<file path="src/rtl/add_share_arbiter.sv">
// add_share_arbiter: round-robin arbiter in front of a shared add/subtract unit
// with a single registered result slot and an accepted-transaction counter.
`default_nettype none

module add_share_arbiter #(
    parameter int WIDTH = 8,
    parameter int NREQ  = 4,
    localparam int ID_W = $clog2(NREQ)
) (
    input  logic                  clk,
    input  logic                  rst,
    input  logic [NREQ-1:0]       req_valid,
    output logic [NREQ-1:0]       req_ready,
    input  logic [NREQ*WIDTH-1:0] req_a,
    input  logic [NREQ*WIDTH-1:0] req_b,
    input  logic [NREQ-1:0]       req_op,
    output logic                  rsp_valid,
    input  logic                  rsp_ready,
    output logic [WIDTH-1:0]      rsp_sum,
    output logic                  rsp_carry,
    output logic [ID_W-1:0]       rsp_id,
    output logic [15:0]           txn_count
);

    logic [ID_W-1:0]  ptr;
    logic [ID_W-1:0]  cand;
    logic [ID_W-1:0]  grant_idx;
    logic             grant_any;
    logic             slot_free;
    logic             transfer;
    logic [WIDTH-1:0] op_a;
    logic [WIDTH-1:0] op_b;
    logic [WIDTH:0]   result;

    // First valid requester at or after ptr, wrapping modulo NREQ.
    always_comb begin
        grant_idx = '0;
        grant_any = 1'b0;
        cand      = '0;
        for (int k = 0; k < NREQ; k++) begin
            cand = ID_W'((int'(ptr) + k) % NREQ);
            if (!grant_any && req_valid[cand]) begin
                grant_any = 1'b1;
                grant_idx = cand;
            end
        end
    end

    assign slot_free = !rsp_valid || rsp_ready;
    // Gated by rst so no handshake can be seen while reset is held.
    assign transfer  = !rst && slot_free && grant_any;
    assign req_ready = transfer ? (NREQ'(1) << grant_idx) : '0;

    assign op_a   = req_a[grant_idx*WIDTH +: WIDTH];
    assign op_b   = req_b[grant_idx*WIDTH +: WIDTH];
    // The extra MSB is carry-out on add and borrow on subtract.
    assign result = req_op[grant_idx] ? ({1'b0, op_a} - {1'b0, op_b})
                                      : ({1'b0, op_a} + {1'b0, op_b});

    always_ff @(posedge clk or posedge rst) begin
        if (rst) begin
            rsp_valid <= 1'b0;
            rsp_sum   <= '0;
            rsp_carry <= 1'b0;
            rsp_id    <= '0;
            ptr       <= '0;
            txn_count <= '0;
        end else begin
            if (transfer) begin
                rsp_valid <= 1'b1;
                rsp_sum   <= result[WIDTH-1:0];
                rsp_carry <= result[WIDTH];
                rsp_id    <= grant_idx;
                ptr       <= (grant_idx == ID_W'(NREQ - 1)) ? '0 : grant_idx + 1'b1;
                txn_count <= txn_count + 16'd1;
            end else if (rsp_ready) begin
                rsp_valid <= 1'b0;
            end
        end
    end

endmodule

`default_nettype wire

</file>
<file path="config.mk">
export PLATFORM = sky130hd
export DESIGN_NAME = add_share_arbiter
export DESIGN_NICKNAME = d
export VERILOG_FILES = /design/src/rtl/add_share_arbiter.sv
export SDC_FILE = /design/constraint.sdc
export NUM_CORES = 1
export LEC_CHECK = 0
export ABC_AREA = 1
export BUFFER_PORTS_ARGS = -buffer_cell sky130_fd_sc_hd__buf_2
export CORE_MARGIN = 2
export CORE_UTILIZATION = 43
export CTS_BUF_LIST = sky130_fd_sc_hd__clkbuf_16
export DETAILED_ROUTE_END_ITERATION = 10
export PLACE_DENSITY = 0.8
export SYNTH_ARGS = -nofsm -noshare
export SYNTH_HDL_FRONTEND = slang
export SYNTH_SLANG_ARGS = --single-unit
</file>
<file path="constraint.sdc">
create_clock -name clk -period 4.9 [get_ports clk]
set_input_delay 0.98 -clock clk [delete_from_list [all_inputs] [get_ports clk]]
set_output_delay 0.98 -clock clk [all_outputs]
set_load 0.1 [all_outputs]
</file>
Word level (Yosys, flattened, before mapping)
Cells that the tools add are included.
{"block": "totals", "regBits": 30, "latch_bits": 0, "ramBits": 0, "romBits": 0, "inputBits": 75, "mem_count": 0}
{"block": "op_classes", "n_addsub": 7, "multipliers": 0, "div": 0, "magnitude_cmp": 5, "n_eq_ne": 1, "shifts": 3, "muxes": 23, "bitwise": 0, "n_reduce_logical": 12}
{"cell": "32-bit by 6-bit indexed part select with 8-bit output", "count": 2}
{"cell": "16-bit by 1-bit adder with 16-bit output (second input constant)", "count": 1}
{"cell": "2-bit by 3-bit less-than comparator with 1-bit output (second input constant)", "count": 5}
{"cell": "1-bit 2-to-1 mux", "count": 11}
{"cell": "1-bit binary-select mux with 2-bit select", "count": 5}
{"cell": "2-bit 2-to-1 mux", "count": 5}
{"cell": "8-bit by 8-bit adder with 9-bit output", "count": 1}
{"cell": "9-bit 2-to-1 mux", "count": 1}
{"cell": "8-bit by 8-bit subtractor with 9-bit output", "count": 1}
{"cell": "1-bit logical AND", "count": 5}
{"cell": "1-bit logical NOT", "count": 5}
{"cell": "2-bit by 1-bit adder with 2-bit output (second input constant)", "count": 2}
{"cell": "2-bit adder (second input constant)", "count": 2}
{"cell": "4-bit 2-to-1 mux", "count": 1}
{"cell": "1-bit by 2-bit << shifter with 4-bit output (first input constant)", "count": 1}
{"cell": "2-bit equality test (second input constant)", "count": 1}
{"cell": "2-bit nonzero test", "count": 1}
{"cell": "1-bit logical OR", "count": 1}

Depth between registers and ports, before layout
Gate-level depths: netlist of the first run.
{"block": "depth", "word_depth": 15, "depth_mapped": 31}

Worst setup path after synthesis of the first run
No wires, ideal clock.
{"block": "synth_timing", "path_type": "input to output", "startpoint": "input port req_valid[3]", "endpoint": "output port req_ready[0]", "arrival_ns": 3.596, "required_time_ns": 3.920, "setup_slack_ns": 0.324, "path_stages": 12, "path_buffers": 2, "path_cell_list": "inv_1 > nand2_1 > nand3_1 > nand2_2 > nor2_4 > nand3_1 > nand2_2 > buf_2 > buf_1 > ha_1 > inv_1 > nor2_1"}
{"block": "synth_between", "elab_chain_len": 14, "word_cells_on_any_way": 25, "cone_classes": "shift: 1; mux: 17; reduce/logical: 7"}
{"item": "from (decl)", "line": "12", "rtl": "input logic [NREQ-1:0] req_valid,"}
{"item": "1-bit binary-select mux with 2-bit select", "line": "42", "rtl": "if (!grant_any && req_valid[cand]) begin"}
{"item": "1-bit 2-to-1 mux (not written as such)", "line": "42"}
{"item": "1-bit 2-to-1 mux", "line": "42"}
{"item": "1-bit logical NOT", "line": "42"}
{"item": "1-bit logical AND", "line": "42"}
{"item": "1-bit 2-to-1 mux", "line": "42"}
{"item": "1-bit logical NOT", "line": "42"}
{"item": "1-bit logical AND", "line": "42"}
{"item": "1-bit 2-to-1 mux", "line": "42"}
{"item": "1-bit logical NOT", "line": "42"}
{"item": "1-bit logical AND", "line": "42"}
{"item": "2-bit 2-to-1 mux / 1-bit 2-to-1 mux (equally long branches)", "line": "42"}
{"item": "1-bit by 2-bit << shifter with 4-bit output / 1-bit logical AND (equally long branches)", "line": "52, 51"}
{"item": "4-bit 2-to-1 mux *", "line": "52", "rtl": "assign req_ready = transfer ? (NREQ'(1) << grant_idx) : '0;"}
{"item": "to (decl)", "line": "13", "rtl": "output logic [NREQ-1:0] req_ready,"}
Mark *: on every way between the ends. The rest lies on a longest branch, timed or not. The select of a mux whose other input is x is not followed.

Final worst setup path of the first run
{"block": "layout_timing", "startpoint": "input port req_valid[3]", "endpoint": "register rsp_sum[7]"}
{"block": "layout_between", "elab_chain_len": 15, "word_cells_on_any_way": 30, "cone_classes": "add/sub: 2; shift: 2; mux: 19; reduce/logical: 7"}
{"item": "1-bit binary-select mux with 2-bit select", "line": "42"}
{"item": "1-bit 2-to-1 mux (not written as such)", "line": "42"}
{"item": "1-bit 2-to-1 mux", "line": "42"}
{"item": "1-bit logical NOT", "line": "42"}
{"item": "1-bit logical AND", "line": "42"}
{"item": "1-bit 2-to-1 mux", "line": "42"}
{"item": "1-bit logical NOT", "line": "42"}
{"item": "1-bit logical AND", "line": "42"}
{"item": "1-bit 2-to-1 mux", "line": "42"}
{"item": "1-bit logical NOT", "line": "42"}
{"item": "1-bit logical AND", "line": "42"}
{"item": "2-bit 2-to-1 mux", "line": "42"}
{"item": "32-bit by 6-bit indexed part select with 8-bit output, or another cell as far along", "line": "54", "rtl": "assign op_a = req_a[grant_idx*WIDTH +: WIDTH];"}
{"item": "8-bit by 8-bit adder with 9-bit output, or another cell as far along", "line": "58", "rtl": ": ({1'b0, op_a} + {1'b0, op_b});"}
{"item": "9-bit 2-to-1 mux", "line": "57", "rtl": "assign result = req_op[grant_idx] ? ({1'b0, op_a} - {1'b0, op_b})"}
{"item": "to (signal assigned)", "line": "71", "rtl": "rsp_sum <= result[WIDTH-1:0];"}
{"item": "to (decl)", "line": "19", "rtl": "output logic [WIDTH-1:0] rsp_sum,"}
Parallel ways exist; a longest one is shown, timed or not. The select of a mux whose other input is x is not followed.
A chain may end at the register's enable or synchronous reset.

==> key figures, run 1 <==
Die
  – Die Width: 83.8 um
  – # rows: 29
  – # IOs: 107
  – Core ar.: 6240 um^2
  – Initial Util: 43.8%
  – Die area: 7010 um^2
  – Die Height: 83.8 um

CTS
  – Hold buffer count at CTS: 0
  – Setup Buffers After CTS: 0
  – Post-CTS Resized: 0
  – Root Driver: clkbuf_16
  – Htree depth: 2
  – TritonCTS Sinks: 30
  – CTS Buffer Depth: 2
  – TritonCTS buffer count: 5
  – CTS tree: done
  – CTS clk-pin slew, worst paths: 0.05 ns
  – Clock latency on the worst-skew pair: 0.27 ns

STA
  – Final Hold Fails: 0
  – Max-slew violation count: 0
  – Min Tclk post-route: 4.43 ns
  – Final period utilization: 90.5%
  – Total negative slack: 0 ns
  – Fmax: 226 MHz
  – Relative slew margins: 23.9%
  – Setup Skew: 0.00410 ns
  – RSZ-0062 raised after global routing: false
  – # setup viols final: 0
  – Worst Tran Pin Value: 1.14 ns

Finish
  – Area Growth Syn to Fin: 27.8%
  – Fin cells: 570
  – Final Core Density: 56.0%
  – Antenna fix cells: 0
  – Share of cells above drive strength 1: 32.0%
  – Final net count: 582
  – Fillers: 607

Routing
  – Routed Antenna Nets: 0
  – WL final: 6.65 mm
  – Initial DRC count: 72
  – First-pass DRT Iterations: 6
  – Vias: 2,817
  – # DRC: 0
  – WL/cell: 11.7 um
  – Vias per inst: 4.94

Yosys
  – Top FF cell, synth: dfrtp_1
  – Cell taking the most area after synthesis: dfrtp_1
  – Post-synth top area share: 27.4%
  – Post-synth top cells: nand2_1, inv_1, dfrtp_1, nand3_1, nor2_1
  – Post-synth EDFFs: 0
  – Most common cell in the netlist: nand2_1
  – Syn Inst Count: 388
  – Sequential-to-total area share from yosys stat: 27.4%
  – Synth Area per Inst: 7.05 um^2
  – Post-synth net total: 478
  – Synth cell types: 39
  – Top cells by area, synth: dfrtp_1, nand2_1, ha_1, nand3_1, inv_1
  – Yosys reg bits: 30
  – Synth Cell Area: 2740 um^2
  – YS warnings: 0
  – Post-synth ARST share: 100%

Worst setup path
  – CP max FO: 17
  – CP startpoint: req_valid[3]
  – Reg2reg path depth: 26
  – CP Class: in -> reg
  – Arrival time worst endpoint: 4.56 ns
  – End of the worst register-to-register path: rsp_sum[7]
  – Critical Path Sink: rsp_sum[7]
  – Reg2Reg Launch Point: ptr[0]
  – Worst setup EP type: flop
  – Reg2reg setup slack: 0.65 ns
  – Critical Path RT: 5.03 ns
  – CP startpoint kind: primary input

Place
  – Gp weighted congestion: 0.840
  – HPWL Detailed: 5.39 mm
  – Inst Count DP: 562
  – Port Buffers: 106

Flow run
  – Maxcap violations: 0

Status
  – Status: finished clean

Min path
  – Hold Path Class: reg -> reg

Global routing
  – Largest net degree at the start of global routing: 31
  – Vias in the first global route: 2,563
  – Initial antenna violation count: 0
  – First-pass GRT wire length: 10.8 mm
  – GRT Util Overall: 18.3%
  – GRT overflow: 0
worst min-delay path by stage:
stage                              from            end  cells past startpoint
after floorplan                  ptr[1]         ptr[1]                      2
after global placement    txn_count[15]  txn_count[15]                      1
after detailed placement  txn_count[15]  txn_count[15]                      1
after CTS                 txn_count[15]  txn_count[15]                      1
after global routing      txn_count[15]  txn_count[15]                      1
final                     txn_count[15]  txn_count[15]                      1
sequential cells by signal (all words and copies together), names as in the netlist:
register	cells
ptr	2
rsp_carry	1
rsp_id	2
rsp_sum	8
txn_count	16
rsp_valid	1
cell usage in the layout (no fill, tap or decap), types with 8 or more instances in the layout:
cell	netlist	layout
o21ai_0	15	15
inv_1	36	36
dfrtp_1	30	30
a21oi_1	16	16
nor2_1	19	19
ha_1	14	14
buf_2	5	104
buf_4	1	8
nand2_1	118	118
xor2_1	15	15
nand3_1	30	30
nand4_1	14	14
nand2_2	14	14
xnor2_1	8	8
cell families (layout without fill, tap and decap cells):
family / after synthesis / after routing / share of synthesized area (%)
and+or+nand+nor: 210 / 210 / 35.5
buffers and inverters: 60 / 165 / 10.6
AOI/OAI and AO/OA: 50 / 50 / 12.0
DFF: 30 / 30 / 27.4
xor gates and xnor gates: 23 / 23 / 7.37
adders and majority gates: 15 / 15 / 7.14
critical path: stages:
cell and delay, ns:
buf_2 0.10, inv_1 0.06, nand2_1 0.07, nand3_1 0.15, nand2_2 0.09, inv_1 0.10, nand2_1 0.08, nand2_2 0.19
nand3_2 0.13, inv_2 0.25, a21oi_1 0.11, o21ai_1 0.09, nand2_1 0.13, inv_1 0.08, ha_1 0.19, nor2_2 0.06
xor2_1 0.14, ha_1 0.33, a21oi_1 0.17, o21ai_0 0.15, a21o_1 0.18, a21oi_1 0.19, nor2_1 0.07, nor2_1 0.09
nor2_1 0.05, nor2_1 0.12, xor2_1 0.15, o21ai_0 0.08
routing by layer:
layer	share of wire, %	wire (um)	track usage (%)
met1	45	3010	23.1
met2	48	3160	32.0
met3	6.1	406	3.86
met4	1.1	72	4.55
met5	0	0	0
area by class of cell:
type	count	area [um^2]	area share, %
well taps	77	96.3	2.76
clock buffers	5	125	3.58
clock inverters	3	40.0	1.15
repair buffers	114	621	17.8
multi-input cells	298	1690	48.5
flip-flops and latches	30	751	21.5
inverters	43	168	4.80
per-stage QoR:
| step | hold slack, ns | worst slack, ns | cell area (um^2) |
|---|---|---|---|
| floorplan | 0.618 | 0.324 | 2740 |
| global placement | 0.455 | 0.383 | 3330 |
| detailed placement | 0.461 | 0.199 | 3330 |
| CTS | 0.467 | 0.467 | 3490 |
| global route | 0.477 | 0.0453 | 3490 |
| finish | 0.462 | 0.466 | 3490 |
Power of run 1 is not shown: default switching activity piles up to over one toggle a cycle in this logic, so the estimate is an artifact.
==> run 2: changes to the inputs <==
--- a/config.mk
+++ b/config.mk
@@ -11,6 +11,7 @@
 export CORE_UTILIZATION = 43
 export CTS_BUF_LIST = sky130_fd_sc_hd__clkbuf_16
 export DETAILED_ROUTE_END_ITERATION = 10
+export MAX_ROUTING_LAYER = met4
 export PLACE_DENSITY = 0.8
 export SYNTH_ARGS = -nofsm -noshare
 export SYNTH_HDL_FRONTEND = slang
==> run 2 against run 1 <==
Net effect:
- global-route usage is 0.52 points higher
- highest routed layer unchanged
- non-clock buffer count unchanged
- register-to-register slack is essentially flat
- worst hold slack unchanged
- cell count is the same
- setup slack about the same
- wire length about the same
==> key figures, run 2 (same netlist as run 1, synthesis figures left out) <==
Status
  – Status: finished clean

STA
  – RSZ-0062 raised after global routing: false
  – # setup viols final: 0 (unchanged)
  – Final Hold Fails: 0 (unchanged)
  – Worst Tran Pin Value: 1.14 ns (+0.00211 ns)
  – Relative slew margins: 23.8% (-0.14 points)
  – Min Tclk post-route: 4.43 ns (+0.0000270 ns)
  – Final period utilization: 90.5% (about the same)
  – Fmax: 226 MHz (about the same)
  – Total negative slack: 0 ns (unchanged)
  – Max-slew violation count: 0 (unchanged)
  – Setup Skew: 0.00404 ns (-0.0000630 ns)

Worst setup path
  – CP Class: in -> reg
  – Critical path buffers and inverters: 5 (unchanged)
  – End of the worst register-to-register path: rsp_sum[7]
  – Reg2Reg Launch Point: ptr[0]
  – Reg2reg path depth: 26 (unchanged)
  – Arrival time worst endpoint: 4.56 ns (about the same)
  – CP startpoint: req_valid[3]
  – Max incr delay on CP: 0.33 ns (about the same)
  – Critical-path top delay cell: ha_1
  – Critical Path Sink: rsp_sum[7]
  – Critical Path RT: 5.03 ns (about the same)
  – Top delay family on crit path: simple AND/OR/NAND/NOR gates
  – CP max FO: 17 (unchanged)
  – Reg2reg setup slack: 0.65 ns (about the same)
  – CP startpoint kind: primary input
  – Most frequent CP cell: nor2_1
  – Levels on crit path: 28 (unchanged)
  – Worst setup EP type: flop

Global routing
  – Largest net degree at the start of global routing: 31 (unchanged)
  – Vias in the first global route: 2,563 (unchanged)
  – Initial antenna violation count: 0 (unchanged)
  – Met3 GRT Util: 3.86% (unchanged)
  – First-pass GRT wire length: 10.8 mm (unchanged)
  – GRT Max-Usage Layer: met2
  – GR Util met2: 32.0% (unchanged)
  – GRT Util Overall: 18.8% (+0.52 points)
  – GRT overflow: 0 (unchanged)
  – Grt met1 use: 23.1% (unchanged)

Place
  – Gp weighted congestion: 0.853 (+1.6%)
  – HPWL Detailed: 5.39 mm (unchanged)
  – Dpl cell area: 3330 um^2 (unchanged)
  – Port Buffers: 106 (unchanged)

Die
  – Die area: 7010 um^2 (unchanged)
  – Core ar.: 6240 um^2 (unchanged)
  – # IOs: 107 (unchanged)
  – # rows: 29 (unchanged)
  – Die Height: 83.8 um (unchanged)
  – Initial Util: 43.8% (unchanged)
  – Die Width: 83.8 um (unchanged)

Routing
  – # DRC: 0 (unchanged)
  – WL final: 6.65 mm (about the same)
  – Vias: 2,817 (unchanged)
  – Vias per inst: 4.94 (unchanged)
  – Routed Antenna Nets: 0 (unchanged)
  – WL/cell: 11.7 um (about the same)
  – First-pass DRT Iterations: 6 (unchanged)
  – Initial DRC count: 72 (unchanged)

Finish
  – Final net count: 582 (unchanged)
  – Largest Register: txn_count
  – Area Growth Syn to Fin: 27.8% (unchanged)
  – Final instance area: 3490 um^2 (unchanged)
  – Largest regs: txn_count (16), rsp_sum (8)
  – Most frequent cells in the layout: nand2_1, buf_2, inv_1
  – Commonest non-fill, non-tap cell in the layout: nand2_1
  – Share of cells above drive strength 1: 32.0% (unchanged)
  – Number of flip-flops in the largest register: 16 (unchanged)
  – Final Core Density: 56.0% (unchanged)
  – Antenna fix cells: 0 (unchanged)

CTS
  – CTS tree: done
  – TritonCTS Sinks: 30 (unchanged)
  – Root Driver: clkbuf_16
  – CTS clk-pin slew, worst paths: 0.05 ns (about the same)
  – Hold buffer count at CTS: 0 (unchanged)
  – Htree depth: 2 (unchanged)
  – CTS Buffer Depth: 2 (unchanged)
  – TritonCTS buffer count: 5 (unchanged)
  – Post-CTS Resized: 0 (unchanged)
  – Clock latency on the worst-skew pair: 0.27 ns (about the same)
  – Setup Buffers After CTS: 0 (unchanged)

Flow run
  – Maxcap violations: 0 (unchanged)

Min path
  – Hold Path Class: reg -> reg
run 2: cell counts in the layout (fill, tap and decap cells not counted):
No cell type changed its count.
run 2: worst min-delay path by stage:
stage                     cells past startpoint  slack, ns     startpoint             to
after global placement                        1       0.45  txn_count[15]  txn_count[15]
after detailed placement                      1       0.46  txn_count[15]  txn_count[15]
after global routing                          1       0.48  txn_count[15]  txn_count[15]
after floorplan                               2       0.62         ptr[1]         ptr[1]
final                                         1       0.46  txn_count[15]  txn_count[15]
after CTS                                     1       0.47  txn_count[15]  txn_count[15]
run 2: through the flow:
stage | hold WS, ns | std cells | setup slack [ns]
2_1_floorplan | 0.618 | 388 | 0.324
3_3_place_gp | 0.455 | 562 | 0.383
3_5_place_dp | 0.461 | 562 | 0.199
4_1_cts | 0.467 | 570 | 0.467
5_1_grt | 0.477 | 570 | 0.0453
6_report | 0.462 | 570 | 0.466
run 2: cell type report:
cell class	instances	area [um^2]
Fill cell	607	2750
Multi-Input combinational cell	298	1690
Sequential cell	30	751
Timing Repair Buffer	114	621
Inverter	43	168
Clock buffer	5	125
Tap cell	77	96.3
Clock inverter	3	40.0
run 2: layer usage:
metal  up-vias  share of wire [%]
li1       1469                  -
met1      1256                 45
met2        85                 47
met3         7                6.2
met4         0                1.2
met5         -                  0
Power of run 2 is left out for the same reason.
==> run 3: changes to the inputs <==
--- a/config.mk
+++ b/config.mk
@@ -5,14 +5,13 @@
 export SDC_FILE = /design/constraint.sdc
 export NUM_CORES = 1
 export LEC_CHECK = 0
-export ABC_AREA = 1
 export BUFFER_PORTS_ARGS = -buffer_cell sky130_fd_sc_hd__buf_2
 export CORE_MARGIN = 2
 export CORE_UTILIZATION = 43
 export CTS_BUF_LIST = sky130_fd_sc_hd__clkbuf_16
 export DETAILED_ROUTE_END_ITERATION = 10
 export MAX_ROUTING_LAYER = met4
-export PLACE_DENSITY = 0.8
+export PLACE_DENSITY = 0.81
 export SYNTH_ARGS = -nofsm -noshare
 export SYNTH_HDL_FRONTEND = slang
 export SYNTH_SLANG_ARGS = --single-unit
==> constraint.sdc (replaced) <==
create_clock -name clk -period 5.3 [get_ports clk]
set_input_delay 1.06 -clock clk [delete_from_list [all_inputs] [get_ports clk]]
set_output_delay 1.06 -clock clk [all_outputs]
set_load 0.1 [all_outputs]
==> run 3 against run 2 <==
Net effect:
- first-iteration DRC count increased by 24%
- via count shrank 18%
- clock-buffer cell count unchanged
- critical path depth shrank 10
- register-to-register slack improved by 0.67 ns
- cell count down 21%
- synthesized area decreased by 9.7%
==> key figures, run 3 <==
Finish
  – Fin cells: 448 (-21%)
  – Final Core Density: 58.9% (+2.9 points)
  – Share of cells above drive strength 1: 37.2% (+5.2 points)
  – Fillers: 495 (-18%)
  – Antenna fix cells: 0 (unchanged)
  – Largest regs: txn_count (16), rsp_sum (8)
  – Commonest non-fill, non-tap cell in the layout: buf_2
  – Largest Register: txn_count
  – Final net count: 465 (-20%)
  – Reg area: 751 um^2 (unchanged)
  – Multi-input gate area: 1630 um^2 (-3.8%)
  – Number of flip-flops in the largest register: 16 (unchanged)
  – Most frequent cells in the layout: buf_2, mux2i_1, dfrtp_1
  – Area Growth Syn to Fin: 32.0%

Routing
  – Routed Antenna Nets: 0 (unchanged)
  – Vias per inst: 5.13 (+3.7%)
  – WL/cell: 13.4 um (+15%)
  – # DRC: 0 (unchanged)
  – Initial DRC count: 89 (+24%)
  – WL final: 6.00 mm (-9.7%)
  – Vias: 2,297 (-18%)
  – First-pass DRT Iterations: 4 (-2)

Yosys
  – Cell taking the most area after synthesis: dfrtp_1
  – Mux contribution to synthesized area: 20.9% (+21 points)
  – YS warnings: 0 (unchanged)
  – Post-synthesis compound-gate area fraction: 9.82% (-2.2 points)
  – Most common cell in the netlist: mux2i_1
  – Post-synth top cells: mux2i_1, dfrtp_1, nand2_1
  – Adder-cell share of the synthesized area: 7.90% (+0.76 points)
  – Synth Cell Area: 2470 um^2 (-9.7%)
  – Simple-Gate Fraction of Synth Area: 18.3% (-17 points)
  – Synth cell types: 47 (+21%)
  – Synth Area per Inst: 9.26 um^2 (+31%)
  – Top cells by area, synth: dfrtp_1, mux2i_1, xnor2_1, ha_1, mux2_2
  – Largest family of logic cells by synthesized area: multiplexers
  – Post-synth ARST share: 100% (unchanged)
  – Yosys reg bits: 30 (unchanged)
  – Xor/xnor share of the synthesized area: 8.86% (+1.5 points)
  – Post-synth top area share: 30.4% (+2.9 points)
  – Post-synth EDFFs: 0 (unchanged)
  – Top FF cell, synth: dfrtp_1
  – Syn Inst Count: 267 (-31%)
  – Post-synth net total: 357 (-25%)
  – Sequential-to-total area share from yosys stat: 30.4% (+2.9 points)

STA
  – Max-slew violation count: 0 (unchanged)
  – Fmax: 227 MHz
  – RSZ-0062 raised after global routing: false
  – # setup viols final: 0 (unchanged)
  – Final period utilization: 83.1%
  – Worst Tran Pin Value: 0.983 ns (-0.159 ns)
  – Relative slew margins: 34.4% (+11 points)
  – Setup Skew: 0.00494 ns (+0.000902 ns)
  – Min Tclk post-route: 4.41 ns
  – Final Hold Fails: 0 (unchanged)
  – Total negative slack: 0 ns (unchanged)

Die
  – Die Height: 79.8 um (-4.7%)
  – # IOs: 107 (unchanged)
  – Die area: 6370 um^2 (-9.2%)
  – Die Width: 79.8 um (-4.7%)
  – Initial Util: 44.6% (+0.78 points)
  – # rows: 27 (-6.9%)
  – Core ar.: 5540 um^2 (-11%)

Place
  – Port Buffers: 106 (unchanged)
  – Inst Count DP: 440 (-22%)
  – HPWL Detailed: 4.81 mm (-11%)
  – Gp weighted congestion: 0.817 (-4.2%)

Min path
  – Hold Path Class: reg -> reg

CTS
  – Post-CTS Resized: 0 (unchanged)
  – CTS clk-pin slew, worst paths: 0.05 ns (about the same)
  – Clock latency on the worst-skew pair: 0.27 ns (about the same)
  – Root Driver: clkbuf_16
  – Setup Buffers After CTS: 0 (unchanged)
  – CTS tree: done
  – Hold buffer count at CTS: 0 (unchanged)
  – TritonCTS Sinks: 30 (unchanged)
  – Htree depth: 2 (unchanged)
  – CTS Buffer Depth: 2 (unchanged)
  – TritonCTS buffer count: 5 (unchanged)

Global routing
  – GRT Util Overall: 20.4% (+1.5 points)
  – Initial antenna violation count: 0 (unchanged)
  – Largest net degree at the start of global routing: 31 (unchanged)
  – Vias in the first global route: 2,306 (-10%)
  – First-pass GRT wire length: 10.1 mm (-6.6%)
  – GRT overflow: 0 (unchanged)

Worst setup path
  – CP Class: in -> reg
  – Cells along the critical path: buf_2 -> nor2b_1 -> a311oi_1 -> nor2_4 -> mux2_2 -> ha_1 -> and2_1 -> a2bb2o_1 -> nand2_1 -> o31a_1 -> xnor2_1 -> ha_1 -> or3_1 -> o21ai_0 -> a21oi_1 -> nand4b_1 -> mux2_1 -> nand3_1
  – Critical-path top delay cell: a311oi_1
  – Worst setup EP type: flop
  – Max incr delay on CP: 0.39 ns (+0.06 ns)
  – CP startpoint kind: primary input
  – Arrival time worst endpoint: 4.61 ns (+0.05 ns)
  – Most frequent CP cell: ha_1
  – Critical Path RT: 5.51 ns (+0.48 ns)
  – CP max FO: 10 (-7)

Status
  – Status: finished clean

Flow run
  – Maxcap violations: 0 (unchanged)

Power
  – LEAKAGE: 1.66 nW
  – Worst VDD drop: 0.000366 V
  – Power Dens Cells: 643 nW/um^2
==> run 3: power breakdown <==
group	internal [mW]	total, mW	switching (mW)	leakage (nW)
logic	0.456	1.42	0.967	1.21
clock network	0.219	0.315	0.0959	0.0836
registers	0.300	0.359	0.0589	0.370
==> run 3: layer usage <==
| layer | vias up | wire length [um] | global-route usage, % |
|---|---|---|---|
| li1 | 1153 | - | - |
| met1 | 1032 | 2380 | 22.6 |
| met2 | 102 | 3090 | 36.6 |
| met3 | 10 | 415 | 4.86 |
| met4 | 0 | 107 | 5.59 |
| met5 | - | 0 | - |
==> run 3: path summary, 6_finish.rpt <==
kind / startpoint / to / slack (ns) / depth (start not counted)
max reg2reg: ptr[1] / rsp_carry / 1.32 / 19
min reg2reg: txn_count[15] / txn_count[15] / 0.47 / 1
max in group asynchronous: rst / txn_count[3] / 4.11 / 3
min in group asynchronous: rst / rsp_sum[0] / 0.90 / 3
max: req_valid[2] / rsp_carry / 0.89 / 18
min: txn_count[15] / txn_count[15] / 0.47 / 1
==> run 3: worst max-delay path: cells and delay by family <==
kind	cells	cell delay [ns]
AND/OR/NAND/NOR	7	1.11
XOR/XNOR	1	0.12
AO/OA/AOI/OAI	5	0.99
multiplexers	2	0.68
buffers and inverters	1	0.13
adder cells (fa/ha/maj)	2	0.52
==> run 3: final cells by class <==
cell class / count / share of cell area, %
tap: 72 / 2.76
multi-input combinational: 215 / 50.0
inverter: 12 / 1.38
timing repair buffer: 111 / 17.8
clock inverter: 3 / 1.23
clock buffer: 5 / 3.84
sequential: 30 / 23.0
==> run 3: kinds of logic (layout without fill, tap and decap cells) <==
logic type | Yosys count | in the layout
compound gates | 39 | 39
simple gates | 89 | 89
mux | 47 | 47
buf+inv | 22 | 131
xor+xnor | 25 | 25
flops | 30 | 30
fa+ha+maj | 15 | 15
==> run 3: metrics by stage <==
step / area [um^2] / worst slack [ns] / power [mW] / hold slack (ns)
3_3_place_gp: 3100 / 0.728 / 1.75 / 0.453
5_1_grt: 3260 / 0.634 / 2.24 / 0.503
4_1_cts: 3260 / 0.900 / 2.11 / 0.478
2_1_floorplan: 2470 / 0.937 / 1.53 / 0.523
6_report: 3260 / 0.893 / 2.10 / 0.468
3_5_place_dp: 3100 / 0.627 / 1.78 / 0.469
No activity file was read; power rests on OpenSTA's default activity.
